<file path="src/rtl/id_stage_pipe.sv">
// id_stage_pipe: RV32I decode with operand forwarding, load-use stall and ID/EX register.
module id_stage_pipe #(
   parameter int unsigned XLEN      = 32,
   parameter int unsigned FWD_PORTS = 2,
   parameter int unsigned REG_AW    = 5
) (
   input  logic                        clk,
   input  logic                        rst,
   input  logic                        in_valid,
   output logic                        in_ready,
   input  logic [XLEN-1:0]             pc_i,
   input  logic [31:0]                 inst_i,
   output logic [REG_AW-1:0]           reg1_addr_o,
   output logic [REG_AW-1:0]           reg2_addr_o,
   input  logic [XLEN-1:0]             reg1_data_i,
   input  logic [XLEN-1:0]             reg2_data_i,
   input  logic [FWD_PORTS-1:0]        fwd_wreg_i,
   input  logic [FWD_PORTS*REG_AW-1:0] fwd_wd_i,
   input  logic [FWD_PORTS*XLEN-1:0]   fwd_wdata_i,
   input  logic                        fwd0_is_load_i,
   input  logic                        flush_i,
   output logic                        out_valid,
   input  logic                        out_ready,
   output logic [XLEN-1:0]             pc_o,
   output logic [2:0]                  aluop_o,
   output logic [4:0]                  alusel_o,
   output logic [XLEN-1:0]             imm_o,
   output logic [XLEN-1:0]             reg1_o,
   output logic [XLEN-1:0]             reg2_o,
   output logic                        wreg_o,
   output logic [REG_AW-1:0]           wd_o,
   output logic                        illegal_o
);

   // Opcodes
   localparam logic [6:0] OPC_LUI    = 7'b0110111;
   localparam logic [6:0] OPC_AUIPC  = 7'b0010111;
   localparam logic [6:0] OPC_JAL    = 7'b1101111;
   localparam logic [6:0] OPC_JALR   = 7'b1100111;
   localparam logic [6:0] OPC_BRANCH = 7'b1100011;
   localparam logic [6:0] OPC_LOAD   = 7'b0000011;
   localparam logic [6:0] OPC_STORE  = 7'b0100011;
   localparam logic [6:0] OPC_OPIMM  = 7'b0010011;
   localparam logic [6:0] OPC_OP     = 7'b0110011;

   // Shared ALU operation classes
   localparam logic [2:0] AOP_NOP    = 3'd0;
   localparam logic [2:0] AOP_ARITH  = 3'd1;
   localparam logic [2:0] AOP_LOGIC  = 3'd2;
   localparam logic [2:0] AOP_SHIFT  = 3'd3;
   localparam logic [2:0] AOP_BRANCH = 3'd4;
   localparam logic [2:0] AOP_JUMP   = 3'd5;
   localparam logic [2:0] AOP_LOAD   = 3'd6;
   localparam logic [2:0] AOP_STORE  = 3'd7;

   // Shared ALU selectors
   localparam logic [4:0] SEL_NOP   = 5'd0;
   localparam logic [4:0] SEL_ADD   = 5'd1;
   localparam logic [4:0] SEL_SUB   = 5'd2;
   localparam logic [4:0] SEL_SLT   = 5'd3;
   localparam logic [4:0] SEL_SLTU  = 5'd4;
   localparam logic [4:0] SEL_AND   = 5'd5;
   localparam logic [4:0] SEL_OR    = 5'd6;
   localparam logic [4:0] SEL_XOR   = 5'd7;
   localparam logic [4:0] SEL_SLL   = 5'd8;
   localparam logic [4:0] SEL_SRL   = 5'd9;
   localparam logic [4:0] SEL_SRA   = 5'd10;
   localparam logic [4:0] SEL_LUI   = 5'd11;
   localparam logic [4:0] SEL_AUIPC = 5'd12;
   localparam logic [4:0] SEL_JAL   = 5'd13;
   localparam logic [4:0] SEL_JALR  = 5'd14;
   localparam logic [4:0] SEL_BEQ   = 5'd15;
   localparam logic [4:0] SEL_LB    = 5'd21;
   localparam logic [4:0] SEL_SB    = 5'd26;

   logic [6:0]        opcode;
   logic [2:0]        funct3;
   logic [6:0]        funct7;
   logic [REG_AW-1:0] rs1;
   logic [REG_AW-1:0] rs2;
   logic [REG_AW-1:0] rd;

   assign opcode = inst_i[6:0];
   assign funct3 = inst_i[14:12];
   assign funct7 = inst_i[31:25];
   assign rs1    = REG_AW'(inst_i[19:15]);
   assign rs2    = REG_AW'(inst_i[24:20]);
   assign rd     = REG_AW'(inst_i[11:7]);

   assign reg1_addr_o = rs1;
   assign reg2_addr_o = rs2;

   logic signed [31:0] imm32;
   logic [2:0]         d_aluop;
   logic [4:0]         d_alusel;
   logic [XLEN-1:0]    d_imm;
   logic               d_use1;
   logic               d_use2;
   logic               d_wr;
   logic               d_illegal;
   logic               d_wreg;
   logic [REG_AW-1:0]  d_wd;

   // Instruction decode; illegal encodings collapse to a flagged NOP
   always_comb begin
      imm32     = '0;
      d_aluop   = AOP_NOP;
      d_alusel  = SEL_NOP;
      d_use1    = 1'b0;
      d_use2    = 1'b0;
      d_wr      = 1'b0;
      d_illegal = 1'b0;
      unique case (opcode)
         OPC_LUI: begin
            imm32    = {inst_i[31:12], 12'b0};
            d_aluop  = AOP_ARITH;
            d_alusel = SEL_LUI;
            d_wr     = 1'b1;
         end
         OPC_AUIPC: begin
            imm32    = {inst_i[31:12], 12'b0};
            d_aluop  = AOP_ARITH;
            d_alusel = SEL_AUIPC;
            d_wr     = 1'b1;
         end
         OPC_JAL: begin
            imm32    = {{11{inst_i[31]}}, inst_i[31], inst_i[19:12], inst_i[20], inst_i[30:21], 1'b0};
            d_aluop  = AOP_JUMP;
            d_alusel = SEL_JAL;
            d_wr     = 1'b1;
         end
         OPC_JALR: begin
            imm32     = {{20{inst_i[31]}}, inst_i[31:20]};
            d_aluop   = AOP_JUMP;
            d_alusel  = SEL_JALR;
            d_use1    = 1'b1;
            d_wr      = 1'b1;
            d_illegal = (funct3 != 3'd0);
         end
         OPC_BRANCH: begin
            imm32     = {{19{inst_i[31]}}, inst_i[31], inst_i[7], inst_i[30:25], inst_i[11:8], 1'b0};
            d_aluop   = AOP_BRANCH;
            d_use1    = 1'b1;
            d_use2    = 1'b1;
            d_illegal = (funct3 == 3'd2) || (funct3 == 3'd3);
            // BEQ, BNE, BLT, BGE, BLTU, BGEU map to consecutive selectors
            d_alusel  = (funct3[2] ? SEL_BEQ + 5'd2 + 5'(funct3[1:0]) : SEL_BEQ + 5'(funct3[0]));
         end
         OPC_LOAD: begin
            imm32     = {{20{inst_i[31]}}, inst_i[31:20]};
            d_aluop   = AOP_LOAD;
            d_use1    = 1'b1;
            d_wr      = 1'b1;
            d_illegal = (funct3 == 3'd3) || (funct3 == 3'd6) || (funct3 == 3'd7);
            // LB, LH, LW, LBU, LHU
            d_alusel  = funct3[2] ? SEL_LB + 5'd3 + 5'(funct3[0]) : SEL_LB + 5'(funct3[1:0]);
         end
         OPC_STORE: begin
            imm32     = {{20{inst_i[31]}}, inst_i[31:25], inst_i[11:7]};
            d_aluop   = AOP_STORE;
            d_use1    = 1'b1;
            d_use2    = 1'b1;
            d_illegal = (funct3 > 3'd2);
            d_alusel  = SEL_SB + 5'(funct3[1:0]);
         end
         OPC_OPIMM: begin
            imm32   = {{20{inst_i[31]}}, inst_i[31:20]};
            d_aluop = AOP_ARITH;
            d_use1  = 1'b1;
            d_wr    = 1'b1;
            unique case (funct3)
               3'd0: d_alusel = SEL_ADD;
               3'd2: d_alusel = SEL_SLT;
               3'd3: d_alusel = SEL_SLTU;
               3'd4: begin d_aluop = AOP_LOGIC; d_alusel = SEL_XOR; end
               3'd6: begin d_aluop = AOP_LOGIC; d_alusel = SEL_OR;  end
               3'd7: begin d_aluop = AOP_LOGIC; d_alusel = SEL_AND; end
               3'd1: begin
                  d_aluop   = AOP_SHIFT;
                  d_alusel  = SEL_SLL;
                  d_illegal = (funct7 != 7'h00);
               end
               default: begin
                  d_aluop   = AOP_SHIFT;
                  d_alusel  = (funct7 == 7'h20) ? SEL_SRA : SEL_SRL;
                  d_illegal = (funct7 != 7'h00) && (funct7 != 7'h20);
               end
            endcase
         end
         OPC_OP: begin
            d_aluop   = AOP_ARITH;
            d_use1    = 1'b1;
            d_use2    = 1'b1;
            d_wr      = 1'b1;
            d_illegal = (funct7 != 7'h00) && (funct7 != 7'h20);
            unique case (funct3)
               3'd0: d_alusel = funct7[5] ? SEL_SUB : SEL_ADD;
               3'd5: begin d_aluop = AOP_SHIFT; d_alusel = funct7[5] ? SEL_SRA : SEL_SRL; end
               3'd1: begin d_aluop = AOP_SHIFT; d_alusel = SEL_SLL; d_illegal = (funct7 != 7'h00); end
               3'd2: begin d_alusel = SEL_SLT;  d_illegal = (funct7 != 7'h00); end
               3'd3: begin d_alusel = SEL_SLTU; d_illegal = (funct7 != 7'h00); end
               3'd4: begin d_aluop = AOP_LOGIC; d_alusel = SEL_XOR; d_illegal = (funct7 != 7'h00); end
               3'd6: begin d_aluop = AOP_LOGIC; d_alusel = SEL_OR;  d_illegal = (funct7 != 7'h00); end
               default: begin d_aluop = AOP_LOGIC; d_alusel = SEL_AND; d_illegal = (funct7 != 7'h00); end
            endcase
         end
         default: d_illegal = 1'b1;
      endcase
      if (d_illegal) begin
         imm32    = '0;
         d_aluop  = AOP_NOP;
         d_alusel = SEL_NOP;
         d_use1   = 1'b0;
         d_use2   = 1'b0;
         d_wr     = 1'b0;
      end
   end

   assign d_imm  = XLEN'(imm32);
   assign d_wreg = d_wr && (rd != '0);
   assign d_wd   = d_wreg ? rd : '0;

   logic [XLEN-1:0] op1;
   logic [XLEN-1:0] op2;

   // Operand select: lowest-index matching forward port wins, x0 and unused read as zero
   always_comb begin
      op1 = reg1_data_i;
      op2 = reg2_data_i;
      for (int k = FWD_PORTS - 1; k >= 0; k--) begin
         if (fwd_wreg_i[k] && (fwd_wd_i[k*REG_AW +: REG_AW] == rs1)) op1 = fwd_wdata_i[k*XLEN +: XLEN];
         if (fwd_wreg_i[k] && (fwd_wd_i[k*REG_AW +: REG_AW] == rs2)) op2 = fwd_wdata_i[k*XLEN +: XLEN];
      end
      if (!d_use1 || (rs1 == '0)) op1 = '0;
      if (!d_use2 || (rs2 == '0)) op2 = '0;
   end

   logic [REG_AW-1:0] wd0;
   logic              hazard;
   logic              advance;
   logic              accept;

   assign wd0     = fwd_wd_i[REG_AW-1:0];
   assign hazard  = fwd0_is_load_i && fwd_wreg_i[0] && (wd0 != '0) &&
                    ((d_use1 && (wd0 == rs1)) || (d_use2 && (wd0 == rs2)));
   assign advance = !out_valid || out_ready;
   assign in_ready = !rst && (flush_i || (!hazard && advance));
   assign accept  = in_valid && in_ready;

   // ID/EX register: load on accept, bubble on idle advance, hold under backpressure
   always_ff @(posedge clk) begin
      if (rst) begin
         out_valid <= 1'b0;
         pc_o      <= '0;
         aluop_o   <= '0;
         alusel_o  <= '0;
         imm_o     <= '0;
         reg1_o    <= '0;
         reg2_o    <= '0;
         wreg_o    <= 1'b0;
         wd_o      <= '0;
         illegal_o <= 1'b0;
      end else if (flush_i) begin
         out_valid <= 1'b0;
      end else if (advance) begin
         out_valid <= accept;
         if (accept) begin
            pc_o      <= pc_i;
            aluop_o   <= d_aluop;
            alusel_o  <= d_alusel;
            imm_o     <= d_imm;
            reg1_o    <= op1;
            reg2_o    <= op2;
            wreg_o    <= d_wreg;
            wd_o      <= d_wd;
            illegal_o <= d_illegal;
         end
      end
   end

endmodule

</file>
<file path="config.mk">
export PLATFORM = sky130hd
export DESIGN_NAME = id_stage_pipe
export DESIGN_NICKNAME = d
export VERILOG_FILES = /design/src/rtl/id_stage_pipe.sv
export SDC_FILE = /design/constraint.sdc
export NUM_CORES = 1
export LEC_CHECK = 0
export ABC_AREA = 1
export ABC_CLOCK_PERIOD_IN_PS = 2800
export BUFFER_PORTS_ARGS = -buffer_cell sky130_fd_sc_hd__buf_4
export CAP_MARGIN = 40
export CELL_PAD_IN_SITES_DETAIL_PLACEMENT = 0
export CELL_PAD_IN_SITES_GLOBAL_PLACEMENT = 1
export CORE_ASPECT_RATIO = 0.6
export CORE_MARGIN = 2
export CORE_UTILIZATION = 32
export CTS_CLUSTER_DIAMETER = 150
export DETAILED_ROUTE_END_ITERATION = 8
export GPL_TIMING_DRIVEN = 0
export PLACE_DENSITY = 0.9
export SYNTH_ARGS = -nofsm -noshare
export SYNTH_HDL_FRONTEND = slang
export SYNTH_SLANG_ARGS = --single-unit
</file>
<file path="constraint.sdc">
create_clock -name clk -period 2.8 [get_ports clk]
set_clock_uncertainty 0.05 [all_clocks]
set_input_delay 0.14 -clock clk [delete_from_list [all_inputs] [get_ports clk]]
set_output_delay 0.14 -clock clk [all_outputs]
set_load 0.01 [all_outputs]
</file>
# After elaboration in Yosys (flattened, before gate mapping)
# Index checks and enable logic that the tools add are counted.
[totals] register_bits=144 latchBits=0 mem_bits_rw=0 rom_bits=0 input_bits=210 out_inout_bits=155 n_memories=0
[classes] addsub=5 multipliers=0 div_mod_pow=0 magnitude_cmp=1 n_eq_ne=22 n_shift=0 mux=31 bitwise_logic=1 reduce_logical=48
[op_table] cell="$mux 32" count=7
[op_table] cell="$pmux 32 s5" count=1
[op_table] cell="$pmux 4 s7" count=2
[op_table] cell="$pmux 5 s9" count=1
[op_table] cell="$eq 7x6->1 const B" count=4
[op_table] cell="$eq 7x7->1 const B" count=3
[op_table] cell="$pmux 3 s7" count=1
[op_table] cell="$eq 5x5->1" count=4
[op_table] cell="$mux 5" count=4
[op_table] cell="$reduce_or 3->1" count=5
[op_table] cell="$eq 7x5->1 const B" count=2
[op_table] cell="$logic_and 1x1->1" count=14
[op_table] cell="$eq 3x3->1 const B" count=4
[op_table] cell="$reduce_or 6->1" count=2
[op_table] cell="$add 5x2->5 const A" count=2
[op_table] cell="$logic_not 5->1" count=2
[op_table] cell="$reduce_bool 5->1" count=2
[op_table] cell="$reduce_or 2->1" count=5
[op_table] cell="$logic_or 1x1->1" count=8
[op_table] cell="$pmux 2 s2" count=2
[op_table] cell="$eq 7x2->1 const B" count=1
[op_table] cell="$mux 1" count=7
[op_table] cell="$ne 7x6->1 const B" count=1
[op_table] cell="$pmux 1 s7" count=1
[op_table] cell="other kinds (16)" count=23

# Longest topological paths before layout
[logic_depth] ltp_word=14 depth_mapped=21

# Least setup slack after synthesis
# OpenSTA, ideal clock, no wires.
[synth_timing] path_type="input -> register" start="input inst_i[13]" end="register pc_o[19]" setup_time_ns=0.113 arrival_time_ns=1.963 t_required_ns=2.637 setup_slack_ns=0.674 cell_stages=21 n_path_buf=2 cell_sequence="inv_1 ha_1 inv_1 nor2_1 inv_1 nand2_1 nand2_1 nand3_1 nand2_1 nor2_4 nand3_1 nand2_1 nand2_1 nand2_1 nand2_1 nand4_2 buf_4 buf_2 nand2_1 nand2_1 nor2_1"
[synth_between] elab_chain_len=14 word_cells_on_any_way=30 classes_between="order compare (1); eq/ne (7); mux (5); reduce/logical (17)"
[synth_rtl] element="start: declaration" line="12" text="input logic [31:0] inst_i,"
[synth_rtl] element="$eq 3x2->1, or another cell as far along" line="145, 171, 196"
[synth_rtl] element="$reduce_or 6->1 (no line), or another cell as far along"
[synth_rtl] element="$pmux 1 s2, or another cell as far along" line="171" text="unique case (funct3)"
[synth_rtl] element="$pmux 1 s7 (*)" line="113" text="unique case (opcode)"
[synth_rtl] element="$mux 1" line="209" text="if (d_illegal) begin"
[synth_rtl] element="$logic_and 1x1->1" line="245" text="((d_use1 && (wd0 == rs1)) || (d_use2 && (wd0 == rs2)));"
[synth_rtl] element="$logic_or 1x1->1 (*)" line="245"
[synth_rtl] element="$logic_and 1x1->1 (*)" line="244" text="assign hazard = fwd0_is_load_i && fwd_wreg_i[0] && (wd0 != '0) &&"
[synth_rtl] element="$logic_not 1->1 (*)" line="247" text="assign in_ready = !rst && (flush_i || (!hazard && advance));"
[synth_rtl] element="$logic_and 1x1->1 (*)" line="247"
[synth_rtl] element="$logic_or 1x1->1 (*)" line="247"
[synth_rtl] element="$logic_and 1x1->1 (*)" line="247"
[synth_rtl] element="$logic_and 1x1->1 (*)" line="248" text="assign accept = in_valid && in_ready;"
[synth_rtl] element="$reduce_and 3->1 (no line) (*)"
[synth_rtl] element="end signal: assignment" line="268" text="pc_o <= pc_i;"
[synth_rtl] element="end: declaration" line="24" text="output logic [XLEN-1:0] pc_o,"
# Mark *: on every way between the ends. The rest lies on a longest branch, timed or not.
# A chain may end at the register's enable or synchronous reset.

# Final worst setup path
[layout_timing] start="input inst_i[25]" end="register pc_o[11]"
[layout_between] elab_chain_len=14 word_cells_on_any_way=18 classes_between="eq/ne (1); mux (5); reduce/logical (12)"
[layout_rtl] element="$ne 7x6->1 or $reduce_bool 7->1 (tied branches)" line="186, 195, 181"
[layout_rtl] element="$logic_and 1x1->1" line="186, 195"
[layout_rtl] element="$pmux 1 s2 or $mux 1 (tied branches)"
[layout_rtl] element="$pmux 1 s7 (*)" line="113"
[layout_rtl] element="$mux 1" line="209"
[layout_rtl] element="$logic_and 1x1->1" line="245"
[layout_rtl] element="$logic_or 1x1->1 (*)" line="245"
[layout_rtl] element="$logic_and 1x1->1 (*)" line="244"
[layout_rtl] element="$logic_not 1->1 (*)" line="247"
[layout_rtl] element="$logic_and 1x1->1 (*)" line="247"
[layout_rtl] element="$logic_or 1x1->1 (*)" line="247"
[layout_rtl] element="$logic_and 1x1->1 (*)" line="247"
[layout_rtl] element="$logic_and 1x1->1 (*)" line="248"
[layout_rtl] element="$reduce_and 3->1 (no line) (*)"
# Marks and branches as above.

==> results.cfg <==
[placement]
dpl.hpwl_mm = 33.45
post-place-ws_ps = -484.7
port_buffers = 364
postPlaceCellArea_um2 = 12140
gp_congestion = 0.9776
dp_cells = 2261

[global_routing]
grt.total_usage_pct = 28.36
grt_max_degree = 17
antenna_found_initial = 1
grt_overflow = 0
grt_pass1_vias = 10370
grt_pass1_wl_mm = 62.00

[synthesis]
synth_area_leaders = dfxtp_1 32%, nor2_1 16%, nand2_1 15%, inv_1 9.9%, o21ai_0 3.5%
synth-seq-cells = 144
synth_xor_area_share_pct = 0.9808
async_flop_share_pct = 0
synthSimpleGateAreaFrac_pct = 36.16
synth_top_family_by_area = simple AND/OR/NAND/NOR gates
ys.flop_type = dfxtp_1
synth_edf_count = 0
ys_seq_area_share_pct = 32.28
synth.net_count = 1743
synth-warning-count = 0
synthMostInstantiatedCell = nor2_1
synth_common_cells = 388 x nor2_1, 367 x nand2_1, 236 x inv_1, 144 x dfxtp_1, 63 x o21ai_0
yosysTopAreaCellShare_pct = 32.28
synth_top_area_cell = dfxtp_1
synth_mux_area_share_pct = 0
synth-compound-area-share_pct = 14.84
synthCells = 1527
syn_area_um2 = 8930
avgSynthCellArea_um2 = 5.848
synthAdderAreaFrac_pct = 0.8407
ys_types = 39

[run]
drv_cap = 0

[finish]
final_cells = 2337
finish.utilization_pct = 48.28
fillers = 2910
nets = 2173
layout-drive-gt1-share_pct = 23.57
areaGrowthSynthToFinish_pct = 48.79
final_area_um2 = 13290

[routing]
wl_per_cell_um = 18.02
vias = 11040
drt-pass1-iter-count = 5
ant_nets = 0
wirelength_mm = 42.10
drc = 0
avgViaCountPerCell = 4.723
initialDrtViolationCount = 893

[sta]
min_period_over_period_pct = 93.56
setup_viol = 0
max-slew-margin-rel_pct = 47.46
worst_slack_ps = 180.3
drv_slew = 0
period_minus_slack_ps = 2620
hold_ws_ps = 53.82
final_hold_viol_count = 0
fmax_ghz = 0.3817
tns_ps = 0
tightest_slew_ps = 780.9

[power]
p_leak_nw = 7.190
p_total_mw = 5.894
p_per_area_nw_per_um2 = 443.6
vdd_drop_max_uv = 479.1

[setup_path]
r2r_cells = 10
crit_buf_inv = 4
r2r-end = imm_o[18]
cpMostUsedCell = nand2_1
arrival_ps = 2950
crit_fanout = 10
critPathRequiredTime_ps = 3130
slowest_delay_ps = 540
crit_type = input pin to flop
path_delay_family = simple AND/OR/NAND/NOR gates
slowest_stage = dlygate4sd3_1
start_kind = input pin
cp-startpoint = inst_i[25]
crit_chain = dlygate4sd3_1 -> buf_4 -> nor2_1 -> nand2_1 -> nor2_1 -> o21ai_0 -> nand2_1 -> nand2_1 -> nor2_4 -> nand3_1 -> nand2_1 -> nand2_1 -> nand2_1 -> nand2_1 -> nand4_2 -> buf_4 -> buf_2 -> nor2_1 -> nor2_1
end_kind = flop
rrSetupSlack_ps = 1060
regToRegStartpoint = out_valid

[floorplan]
rows = 47
dieWidth_um = 219.7
start_util_pct = 32.45
dieHeight_um = 133.4
ios = 365
die_area_um2 = 29300
core_um2 = 27520

[clock_network]
clockRootBuffer = clkbuf_16
path_clk_slew_ps = 70
numCtsBuffers = 17
cts_max_level = 4
cts.sinks = 144
clk_latency_ps = 440
clockBufferDepth = 2
cts_tree = yes

[min_path]
min_to = wd_o[4]
hold_class = input pin to flop
hold_start = inst_i[11]
holdPathStages = 5

[run_status]
status = finished clean
layout by cell type (no fill, tap or decap), drive strengths merged:
cell | synthesis | final
buf | 51 | 408
nor2 | 393 | 393
nand2 | 369 | 369
inv | 240 | 242
dfxtp | 144 | 144
clkbuf | 41 | 72
o21ai | 63 | 63
a21oi | 50 | 50
dlygate4sd3 | 0 | 43
o211ai | 33 | 33
a211oi | 25 | 25
nor3 | 25 | 25
nand3 | 22 | 22
o21bai | 19 | 19
xor2 | 8 | 8
nor4 | 8 | 8
ha | 6 | 6
a221oi | 5 | 5
a22oi | 5 | 5
clkinv | 0 | 4
bufinv | 0 | 3
nand4 | 3 | 3
o311ai | 3 | 3
o22ai | 2 | 2
a311oi | 2 | 2
xnor2 | 2 | 2
or2 | 2 | 2
clkinvlp | 0 | 2
diode | 0 | 1
nor3b | 1 | 1
o32ai | 1 | 1
a31oi | 1 | 1
o41ai | 1 | 1
o2111ai | 1 | 1
or3 | 1 | 1
power breakdown:
part	internal [mW]	total [mW]	switching (mW)
combinational	0.580	1.24	0.663
sequential	2.15	2.22	0.0614
clock	1.45	2.44	0.984
total	4.19	5.89	1.71
repair_timing:
item,4_1_cts,5_1_grt
hold endpoints to repair,42,0
gates resized for setup,1,27
endpoints found under the setup margin,1,143
hold buffers,43,0
pin swaps,0,1
setup buffers,0,1
flip-flops by register name, indices dropped and copies added (netlist names):
name and flops:
imm_o 32, alusel_o 5, reg1_o 32, aluop_o 3, pc_o 32, illegal_o 1, out_valid 1, wd_o 5
reg2_o 32, wreg_o 1
how the worst max path moves through the flow:
stage | cells past startpoint | slack (ps) | to
after detailed placement | 17 | -480 | reg1_o[8]
after global routing | 21 | -20 | pc_o[15]
after global placement | 14 | -600 | reg1_o[8]
after floorplan | 21 | 670 | pc_o[19]
final | 19 | 180 | pc_o[11]
after CTS | 15 | 8 | reg1_o[6]
logic make-up after synthesis:
family | count (synthesis)
AOI/OAI and AO/OA | 211
and+or+nand+nor | 824
buffers and inverters | 332
adders and majority gates | 6
xor gates and xnor gates | 10
DFF | 144
worst register-to-register path: cells and delay by family, from the launching register on:
kind | cells | cell delay [ps]
DFF | 1 | 310
buffers and inverters | 4 | 570
and+or+nand+nor | 5 | 450
AOI/OAI and AO/OA | 1 | 230
area by class of cell:
cell class	count	area [um2]	share of cell area [%]
Multi-Input combinational cell	1051	4780	35.97
Clock inverter	11	153.9	1.158
Tap cell	367	459.2	3.456
Clock buffer	20	456.7	3.437
Antenna cell	1	2.502	0.01883
Sequential cell	144	2883	21.70
Buffer	92	465.4	3.503
Timing Repair Buffer	411	3186	23.98
Inverter	240	900.9	6.780
metal layers:
layer	part of all wire [%]	global-route usage, %	vias to the layer above
met5	0	0	-
met4	1.5	6.003	0
met3	9.9	9.543	38
met2	40	40.19	427
met1	48	41.29	5036
li1	-	-	5536
(Power assumes the default switching activity.)
